===== config.mk =====
export PLATFORM = sky130hd
export DESIGN_NAME = mem_arbiter
export DESIGN_NICKNAME = d
export VERILOG_FILES = /design/src/rtl/mem_arbiter_pkg.sv /design/src/rtl/mem_arbiter.sv
export SDC_FILE = /design/constraint.sdc
export NUM_CORES = 1
export LEC_CHECK = 0
export CAP_MARGIN = 5
export CORE_AREA = 4 4 104 106
export DETAILED_ROUTE_END_ITERATION = 6
export DIE_AREA = 0 0 108 110
export DONT_BUFFER_PORTS = 1
export PLACE_DENSITY = 0.73
export SLEW_MARGIN = 20
export SYNTH_ARGS = -nofsm -noshare
export SYNTH_HDL_FRONTEND = slang
export SYNTH_SLANG_ARGS = --single-unit

===== constraint.sdc =====
create_clock -name clk -period 2.7 [get_ports clk]
set_input_delay 0.27 -clock clk [delete_from_list [all_inputs] [get_ports clk]]
set_output_delay 0.27 -clock clk [all_outputs]
set_load 0.02 [all_outputs]

===== src/rtl/mem_arbiter_pkg.sv =====
// Shared encodings for the fetch/data memory arbiter: FSM states, port owners
// and the legal range of the memory read latency.
package mem_arbiter_pkg;

  typedef enum logic [1:0] {
    ST_IDLE   = 2'd0,
    ST_ACCESS = 2'd1,
    ST_DONE   = 2'd2
  } state_e;

  localparam logic OWN_FETCH = 1'b0;
  localparam logic OWN_DATA  = 1'b1;

  localparam int MEM_LAT_MIN = 1;
  localparam int MEM_LAT_MAX = 7;

  function automatic bit mem_lat_ok(input int lat);
    return (lat >= MEM_LAT_MIN) && (lat <= MEM_LAT_MAX);
  endfunction

endpackage


===== src/rtl/mem_arbiter.sv =====
// Arbitrates one single-port fixed-latency memory between the fetch port and the
// load/store port; data wins ties, but a pending fetch always gets the next grant.
module mem_arbiter
  import mem_arbiter_pkg::*;
#(
  parameter int ADDR_W  = 32,
  parameter int DATA_W  = 32,
  parameter int MEM_LAT = 1
) (
  input  logic                  clk,
  input  logic                  rst_n,
  input  logic                  if_req,
  input  logic [ADDR_W-1:0]     if_addr,
  output logic [DATA_W-1:0]     if_rdata,
  output logic                  if_valid,
  input  logic                  d_req,
  input  logic                  d_we,
  input  logic [ADDR_W-1:0]     d_addr,
  input  logic [DATA_W-1:0]     d_wdata,
  input  logic [DATA_W/8-1:0]   d_wstrb,
  output logic [DATA_W-1:0]     d_rdata,
  output logic                  d_valid,
  output logic                  mem_en,
  output logic                  mem_we,
  output logic [ADDR_W-1:0]     mem_addr,
  output logic [DATA_W-1:0]     mem_wdata,
  output logic [DATA_W/8-1:0]   mem_wstrb,
  input  logic [DATA_W-1:0]     mem_rdata,
  output logic                  stall_f,
  output logic                  stall_m
);

  localparam bit          LAT_OK   = mem_lat_ok(MEM_LAT);
  localparam logic [2:0]  LAT_INIT = 3'(MEM_LAT);

  if (!LAT_OK) begin : g_lat_chk
    $error("mem_arbiter: MEM_LAT must be in 1..7");
  end
  if ((DATA_W % 8) != 0) begin : g_width_chk
    $error("mem_arbiter: DATA_W must be a multiple of 8");
  end

  state_e     state;
  logic       owner;
  logic       fetch_next;
  logic       is_write;
  logic [2:0] counter;
  logic       grant_d;
  logic       grant_f;

  // A fetch that lost the previous tie takes priority over the next data request.
  always_comb begin
    grant_d = d_req & ~(if_req & fetch_next);
    grant_f = if_req & ~grant_d;
  end

  assign stall_f = if_req & ~if_valid;
  assign stall_m = d_req & ~d_valid;

  always_ff @(posedge clk or negedge rst_n) begin
    if (!rst_n) begin
      state      <= ST_IDLE;
      owner      <= OWN_FETCH;
      fetch_next <= 1'b0;
      is_write   <= 1'b0;
      counter    <= '0;
      if_valid   <= 1'b0;
      d_valid    <= 1'b0;
      if_rdata   <= '0;
      d_rdata    <= '0;
      mem_en     <= 1'b0;
      mem_we     <= 1'b0;
      mem_addr   <= '0;
      mem_wdata  <= '0;
      mem_wstrb  <= '0;
    end else begin
      if_valid <= 1'b0;
      d_valid  <= 1'b0;
      case (state)
        ST_IDLE: begin
          if (grant_d | grant_f) begin
            owner     <= grant_d ? OWN_DATA : OWN_FETCH;
            mem_addr  <= grant_d ? d_addr : if_addr;
            is_write  <= grant_d & d_we;
            mem_we    <= grant_d & d_we;
            mem_wstrb <= (grant_d & d_we) ? d_wstrb : '0;
            if (grant_d & d_we) mem_wdata <= d_wdata;
            mem_en    <= 1'b1;
            counter   <= LAT_INIT;
            state     <= ST_ACCESS;
            if (grant_f)     fetch_next <= 1'b0;
            else if (if_req) fetch_next <= 1'b1;
          end
        end
        ST_ACCESS: begin
          // Strobes live only in the issue cycle; address and write data stay put.
          mem_en    <= 1'b0;
          mem_we    <= 1'b0;
          mem_wstrb <= '0;
          if (counter == 3'd0) begin
            if (owner == OWN_DATA) begin
              d_valid <= 1'b1;
              if (!is_write) d_rdata <= mem_rdata;
            end else begin
              if_valid <= 1'b1;
              if_rdata <= mem_rdata;
            end
            state <= ST_DONE;
          end else begin
            counter <= counter - 3'd1;
          end
        end
        ST_DONE: state <= ST_IDLE;
        default: state <= ST_IDLE;
      endcase
    end
  end

endmodule


==> results of run 1 <==
cell usage after synthesis:
| master | instances | share of area |
|---|---|---|
| dfrtp_1 | 144 | 0.60 |
| nand2_1 | 69 | 0.043 |
| mux2_2 | 52 | 0.098 |
| mux2_4 | 40 | 0.10 |
| a21oi_1 | 34 | 0.029 |
| a31oi_1 | 32 | 0.034 |
| clkbuf_1 | 12 | 0.0076 |
| buf_6 | 11 | 0.021 |
| a22o_1 | 5 | 0.0073 |
| mux2_1 | 5 | 0.0094 |
| inv_1 | 4 | 0.0025 |
| nor2b_1 | 4 | 0.0042 |
| buf_2 | 3 | 0.0025 |
| a21o_1 | 2 | 0.0025 |
| and2_1 | 2 | 0.0021 |
| and3_1 | 2 | 0.0021 |
| ha_1 | 2 | 0.0042 |
| nand2b_1 | 2 | 0.0021 |
| a21bo_2 | 1 | 0.0017 |
| a21boi_4 | 1 | 0.0032 |
| a22oi_1 | 1 | 0.0013 |
| and4bb_1 | 1 | 0.0021 |
| buf_4 | 1 | 0.0013 |
| buf_8 | 1 | 0.0025 |
| nand3b_2 | 1 | 0.0019 |
| nor2_1 | 1 | 0.00063 |
| nor3_4 | 1 | 0.0027 |
| o21ai_0 | 1 | 0.00084 |
| o21bai_1 | 1 | 0.0013 |
| o2bb2ai_1 | 1 | 0.0015 |
| or2_1 | 1 | 0.0011 |
| or4_1 | 1 | 0.0013 |
metrics by stage:
stage	cells	setup WS [ps]	util
after floorplan	439	1090	-
after global placement	553	682	0.613
after detailed placement	553	621	0.613
logic make-up after synthesis:
| kind of cell | Yosys count | share of synthesized area |
|---|---|---|
| muxes | 97 | 0.209 |
| DFF | 144 | 0.605 |
| and+or+nand+nor | 85 | 0.0636 |
| buffers and inverters | 32 | 0.0372 |
| adders and majority gates | 2 | 0.00420 |
| AOI/OAI and AO/OA | 79 | 0.0817 |
==> run_results.csv, run 1 <==
group,metric,value,unit
cts,numCtsBuffers,17,
logic_synthesis,yosys_warnings,0,
logic_synthesis,synth_cells,439,
run_status,error,"[ERROR RSZ-0060] Max buffer count reached.",
cts,cts_buffer_depth,2,
logic_synthesis,syn_area_per_cell,13.6,um^2
floorplan,die_x,108,um
cts,cts.sinks,144,
cts,cts_resized,0,
floorplan,start_util,0.610,
logic_synthesis,yosysSeqAreaShare,0.605,
placement,port-buffer-count,0,
cts,root_buffer,"clkbuf_8",
logic_synthesis,syn_nets,578,
cts,ctsHoldBuffers,118,
logic_synthesis,synth_cell_types,32,
logic_synthesis,ys_ff_latch,144,
cts,cts-htree-levels,4,
floorplan,die_height,110,um
run_status,lastStage,"clock tree synthesis",
placement,dp_hpwl,9.77,mm
run_status,outcome,"stopped before the end",
placement,place_area,5990,um^2
floorplan,row_count,36,
cts,post_cts_buffers,0,
logic_synthesis,syn_area,5960,um^2
floorplan,ios,275,
placement,gp_routability_congestion,0.720,
==> run 2, diff against run 1 <==
--- a/config.mk
+++ b/config.mk
@@ -6,11 +6,11 @@
 export NUM_CORES = 1
 export LEC_CHECK = 0
 export CAP_MARGIN = 5
-export CORE_AREA = 4 4 104 106
+export CORE_AREA = 4 4 128 130
 export DETAILED_ROUTE_END_ITERATION = 6
-export DIE_AREA = 0 0 108 110
+export DIE_AREA = 0 0 132 134
 export DONT_BUFFER_PORTS = 1
-export PLACE_DENSITY = 0.73
+export PLACE_DENSITY_LB_ADDON = 0.15
 export SLEW_MARGIN = 20
 export SYNTH_ARGS = -nofsm -noshare
 export SYNTH_HDL_FRONTEND = slang
==> run 2 against run 1 <==
- the flow now finishes, with violations (hold timing)
- synthesized cell count unchanged
- area after synthesis unchanged
==> run_results.csv, run 2 <==
group,metric,value,unit
run_status,outcome,"finished, violations left",
run_status,violations,"hold timing",
drt,wl,15.3,mm
placement,port-buffer-count,0,
finish,area_growth,30.9,%
worst_hold_path,hold_path_class,"primary input to asynchronous set/reset pin",
timing,period_share,0.867,
logic_synthesis,yosys_warnings,0,
drt,drtIter0Drc,176,
timing,hold_viol,144,
finish,drive_gt1_frac,0.237,
logic_synthesis,synth_area_leaders,"dfrtp_1, mux2_4, mux2_2, nand2_1, a31oi_1",
floorplan,dieArea,17700,um^2
logic_synthesis,async_flop_share,1.00,
global_routing,grt_max_degree,145,
logic_synthesis,synth_top_area_share,0.605,
setup_path,cp-start-kind,"register",
timing,fin_hold_ws,-444,ps
setup_path,timing.rr.start,"state[0]",
logic_synthesis,synth_cell_types,32,
floorplan,die_height,134,um
setup_path,r2r_cells,6,
drt,vias,3955,
global_routing,track_usage,0.173,
cts,cts_buffer_depth,2,
timing,fin_skew,6.87,ps
timing,slew_viol_final,0,
logic_synthesis,ys_ff_latch,144,
logic_synthesis,syn_area_per_cell,13.6,um^2
cts,cts_tree,"yes",
setup_path,worstReg2RegEnd,"mem_addr[1]",
global_routing,antenna_found_initial,1,
floorplan,ios,275,
drt,viasPerCell,5.24,
drt,routedWlPerCell,20.3,um
logic_synthesis,synth_edf_count,0,
placement,place_area,6060,um^2
global_routing,grt_pass1_vias,4300,
pwr,p_total,0.0102,W
finish,nNetsFinal,693,
setup_path,crit_path_end_kind,"register",
cts,post_cts_buffers,0,
cts,clk_pin_slew,60,ps
floorplan,core_area,15100,um^2
finish,final_cell_mix,"dfrtp_1, dlygate4sd3_1, nand2_1",
placement,dp_hpwl,9.84,mm
cts,cts_resized,0,
placement,pre_cts_ws,647,ps
cts,root_buffer,"clkbuf_16",
global_routing,grt_overflow,0,
logic_synthesis,post-synth-top-count-cell,"dfrtp_1",
logic_synthesis,synth_largest_area_cell,"dfrtp_1",
setup_path,r2r_slack,360,ps
global_routing,grt_pass1_wl,24.3,mm
logic_synthesis,ys.flop_type,"dfrtp_1",
cts,clkLatencyLatePin,410,ps
timing,setup_tns,0,ps
pwr,p_per_area,1310,nW/um^2
drt,ant_nets,0,
drt,first_pass_iters,4,
timing,slew_headroom,0.412,
finish,design_area,7800,um^2
finish,nFillCells,1287,
setup_path,cp.required,2980,ps
finish,layout.cells.most_common,"dfrtp_1",
timing,rsz0062_at_grt,"false",
drt,post-route-drc-count,0,
logic_synthesis,yosys-top-cells-count,"dfrtp_1, nand2_1, mux2_2, mux2_4, a21oi_1",
floorplan,start_util,0.393,
logic_synthesis,syn_area,5960,um^2
logic_synthesis,synth_cells,439,
timing,setup-violations-final,0,
pwr,power.leakage,3.46,nW
floorplan,die_x,132,um
timing,fmax,0.427,GHz
setup_path,critical_path_class,"register to register",
timing,setup_ws,358,ps
cts,ctsHoldBuffers,110,
flow_run,drv_cap,0,
logic_synthesis,syn_nets,578,
cts,numCtsBuffers,17,
cts,cts-htree-levels,4,
cts,cts.sinks,144,
timing,tightest_slew,882,ps
floorplan,row_count,45,
pwr,ir_drop,0.581,mV
logic_synthesis,yosysSeqAreaShare,0.605,
setup_path,critPathArrivalTime,2630,ps
placement,gp_routability_congestion,0.796,
timing,min_period,2340,ps
setup_path,worstPathMaxFanout,37,
==> run 2: cell counts after synthesis <==
Identical to the previous run, type by type.
==> run 2: cell type report <==
class,count,area (um^2),share of cell area
inverters,4,15.0,0.00193
repair buffers,124,1240,0.159
well taps,188,235,0.0302
diodes,1,2.50,0.000321
clock inverters,8,80.1,0.0103
flip-flops and latches,144,3600,0.462
clock buffers,23,488,0.0626
multi-input cells,263,2140,0.274
==> run 2: cells by family after synthesis <==
| group | share of synthesized area |
|---|---|
| DFF | 0.605 |
| muxes | 0.209 |
| and+or+nand+nor | 0.0636 |
| AOI/OAI and AO/OA | 0.0817 |
| buffers and inverters | 0.0372 |
| adders and majority gates | 0.00420 |
==> run 2: how the worst max path moves through the flow <==
stage	from	endpoint	slack [ps]	depth (start not counted)
global placement	counter[0]	d_rdata[7]	690	6
CTS	state[0]	mem_addr[14]	420	6
floorplan	counter[0]	if_rdata[10]	1090	6
global route	state[0]	mem_addr[11]	220	6
finish	state[0]	mem_addr[1]	360	6
detailed placement	counter[0]	d_rdata[5]	650	6
==> run 2: per-layer routing <==
| layer | part of all wire | routed length, um | up-vias | track usage |
|---|---|---|---|---|
| li1 | - | - | 1776 | - |
| met1 | 0.39 | 5970 | 1960 | 0.196 |
| met2 | 0.51 | 7750 | 200 | 0.294 |
| met3 | 0.087 | 1330 | 19 | 0.0765 |
| met4 | 0.016 | 242 | 0 | 0.0578 |
| met5 | 0 | 0 | - | 0 |
==> run 2: critical path, cell delays in order, from the launching register on <==
cell and delay (ps):
dfrtp_1 430, nor2_2 150, buf_4 380, and2_1 180, buf_4 330, a31oi_1 140
dlygate4sd3_1 600
==> run 2: metrics by stage <==
stage	instances	hold WS [ps]	util
2_1_floorplan	439	-25.6	-
5_1_grt	755	-482	0.515
6_report	755	-444	0.515
3_5_place_dp	606	-20.4	0.400
4_1_cts	747	-464	0.510
3_3_place_gp	606	-21.0	0.400
==> run 2: where the power goes <==
group | switching, W | internal [W]
clock | 0.000885 | 0.00136
sequential | 0.00213 | 0.00323
combinational | 0.00100 | 0.00157
total | 0.00401 | 0.00616
Note: power is estimated with default switching activity, not from simulation.
==> run 3, diff against run 2 <==
==> constraint.sdc (replaced) <==
create_clock -name clk -period 2.8 [get_ports clk]
set_input_delay 0.28 -clock clk [delete_from_list [all_inputs] [get_ports clk]]
set_output_delay 0.28 -clock clk [all_outputs]
set_load 0.02 [all_outputs]
==> run 3 against run 2 <==
- the flow still finishes with violations (hold timing)
- die area unchanged
- non-clock buffer count shrank 25
- clock skew increased by 1.3 ps
- fmax grew 1.9%
- final area is 1.9% lower
- via count fell by 1.6%
- sequential share of layout area is 0.92 points higher
- clock-buffer cell count is 5 lower
==> run_results.csv, run 3 (synthesis gave the netlist of run 2 again) <==
group,metric,value,unit
cts,clk_pin_slew,70,ps
floorplan,ios,275,
global_routing,track_usage,0.167,
timing,slew_viol_final,0,
flow_run,drv_cap,0,
cts,cts_resized,0,
pwr,power.leakage,3.42,nW
placement,pre_cts_ws,748,ps
floorplan,core_area,15100,um^2
pwr,swShare,0.388,
global_routing,grt_pass1_vias,4123,
timing,setup_ws,501,ps
placement,port-buffer-count,0,
finish,area_growth,28.3,%
timing,setup_tns,0,ps
timing,slew_headroom,0.419,
setup_path,r2r_cells,6,
setup_path,crit_chain,"nor2_2 -> buf_4 -> and2_1 -> buf_4 -> a31oi_1 -> dlygate4sd3_1",
timing,rsz0062_at_grt,"false",
setup_path,worstPathMaxFanout,37,
timing,period_share,0.821,
floorplan,start_util,0.393,
setup_path,cpMaxStageDelayCell,"dlygate4sd3_1",
global_routing,grt_max_degree,145,
cts,root_buffer,"clkbuf_16",
pwr,p_int,0.00613,W
global_routing,antenna_found_initial,1,
drt,ant_nets,0,
timing,fin_skew,8.15,ps
setup_path,worstReg2RegEnd,"mem_addr[12]",
placement,dp_hpwl,9.89,mm
timing,fmax,0.435,GHz
placement,gp_routability_congestion,0.796,
cts,cts-htree-levels,4,
timing,setup-violations-final,0,
cts,clkLatencyLatePin,410,ps
pwr,clkPwrFrac,0.253,
finish,nNetsFinal,668,
setup_path,critPathArrivalTime,2590,ps
cts,cts_tree,"yes",
setup_path,critical-path-top-delay-family,"buffers and inverters",
timing,min_period,2300,ps
worst_hold_path,hold_path_class,"primary input to asynchronous set/reset pin",
setup_path,crit_top_cell,"buf_4",
setup_path,timing.rr.start,"state[0]",
drt,viasPerCell,5.32,
finish,final_cell_mix,"dfrtp_1, dlygate4sd3_1, nand2_1",
setup_path,crit_path_end_kind,"register",
setup_path,cp.required,3090,ps
floorplan,dieArea,17700,um^2
cts,cts.sinks,144,
global_routing,grt_pass1_wl,23.4,mm
floorplan,row_count,45,
pwr,ir_drop,0.463,mV
run_status,outcome,"finished, violations left",
cts,cts_buffer_depth,2,
timing,fin_hold_ws,-435,ps
timing,tightest_slew,872,ps
drt,first_pass_iters,4,
drt,post-route-drc-count,0,
setup_path,max_stage_delay,590,ps
drt,vias,3890,
drt,drtIter0Drc,189,
pwr,p_seq_frac,0.515,
floorplan,die_x,132,um
run_status,violations,"hold timing",
floorplan,die_height,134,um
pwr,switchingPower,0.00388,W
pwr,p_per_area,1310,nW/um^2
drt,wl,15.1,mm
global_routing,grt_overflow,0,
finish,layout.cells.most_common,"dfrtp_1",
finish,drive_gt1_frac,0.253,
setup_path,r2r_slack,500,ps
setup_path,cp_num_buf_inv,3,
setup_path,critical_path_class,"register to register",
cts,numCtsBuffers,17,
setup_path,cp-start-kind,"register",
drt,routedWlPerCell,20.7,um
timing,hold_viol,144,
pwr,p_comb_frac,0.232,
-- run 3: changes by cell type in the layout (fill, tap and decap cells not counted), sizes merged --
cell,change
dlygate4sd3,-25
clkinvlp,-3
inv,+3
clkbuf,-5
bufinv,+4
clkinv,+2
-- run 3: how the worst max path moves through the flow --
stage / start / cells after the start / end / slack (ps)
after floorplan: counter[0] / 6 / if_rdata[10] / 1190
after CTS: state[0] / 6 / mem_addr[10] / 520
after detailed placement: counter[0] / 6 / d_rdata[5] / 750
after global placement: counter[0] / 6 / d_rdata[7] / 790
final: state[0] / 6 / mem_addr[12] / 500
after global routing: state[0] / 6 / mem_addr[24] / 340
-- run 3: cell type report --
class,instances,area [um^2]
multi-input combinational,263,2140
clock buffer,18,439
inverter,4,15.0
tap,188,235
antenna,1,2.50
fill,1297,7500
clock inverter,14,228
timing repair buffer,99,986
sequential,144,3600
-- run 3: worst register-to-register path: cells and delay by family (launching register included) --
kind	cells	cell delay [ps]
buf+inv	3	1260
flops	1	430
simple gates	2	340
compound gates	1	160
-- run 3: through the flow --
stage          utilization  power [W]  area (um^2)  hold slack (ps)  cells
2_1_floorplan            -    0.00675         5960            -15.6    439
3_3_place_gp         0.400    0.00721         6060            -11.0    606
3_5_place_dp         0.400    0.00730         6060            -9.24    606
4_1_cts              0.496     0.0101         7510             -457    717
5_1_grt              0.505     0.0105         7650             -467    731
6_report             0.505     0.0100         7650             -435    731
-- run 3: layer usage --
layer | up-vias | routed length, um | track usage
met5 | - | 0 | 0
met4 | 0 | 350 | 0.0677
met3 | 33 | 1450 | 0.0709
met2 | 224 | 7610 | 0.276
met1 | 1901 | 5730 | 0.192
li1 | 1732 | - | -
-- run 3: power groups by stage --
stage               clock (W)  combinational, W  sequential [W]
floorplan                   0           0.00189         0.00486
global placement            0           0.00201         0.00520
detailed placement          0           0.00211         0.00519
CTS                   0.00260           0.00232         0.00518
global route          0.00270           0.00256         0.00528
finish                0.00253           0.00232         0.00516
-- run 3: timing repair --
| item | 4_1_cts | 5_1_grt |
|---|---|---|
| buffers inserted | 0 | 0 |
| hold endpoints to repair | 214 | 158 |
| hold buffers | 79 | 13 |
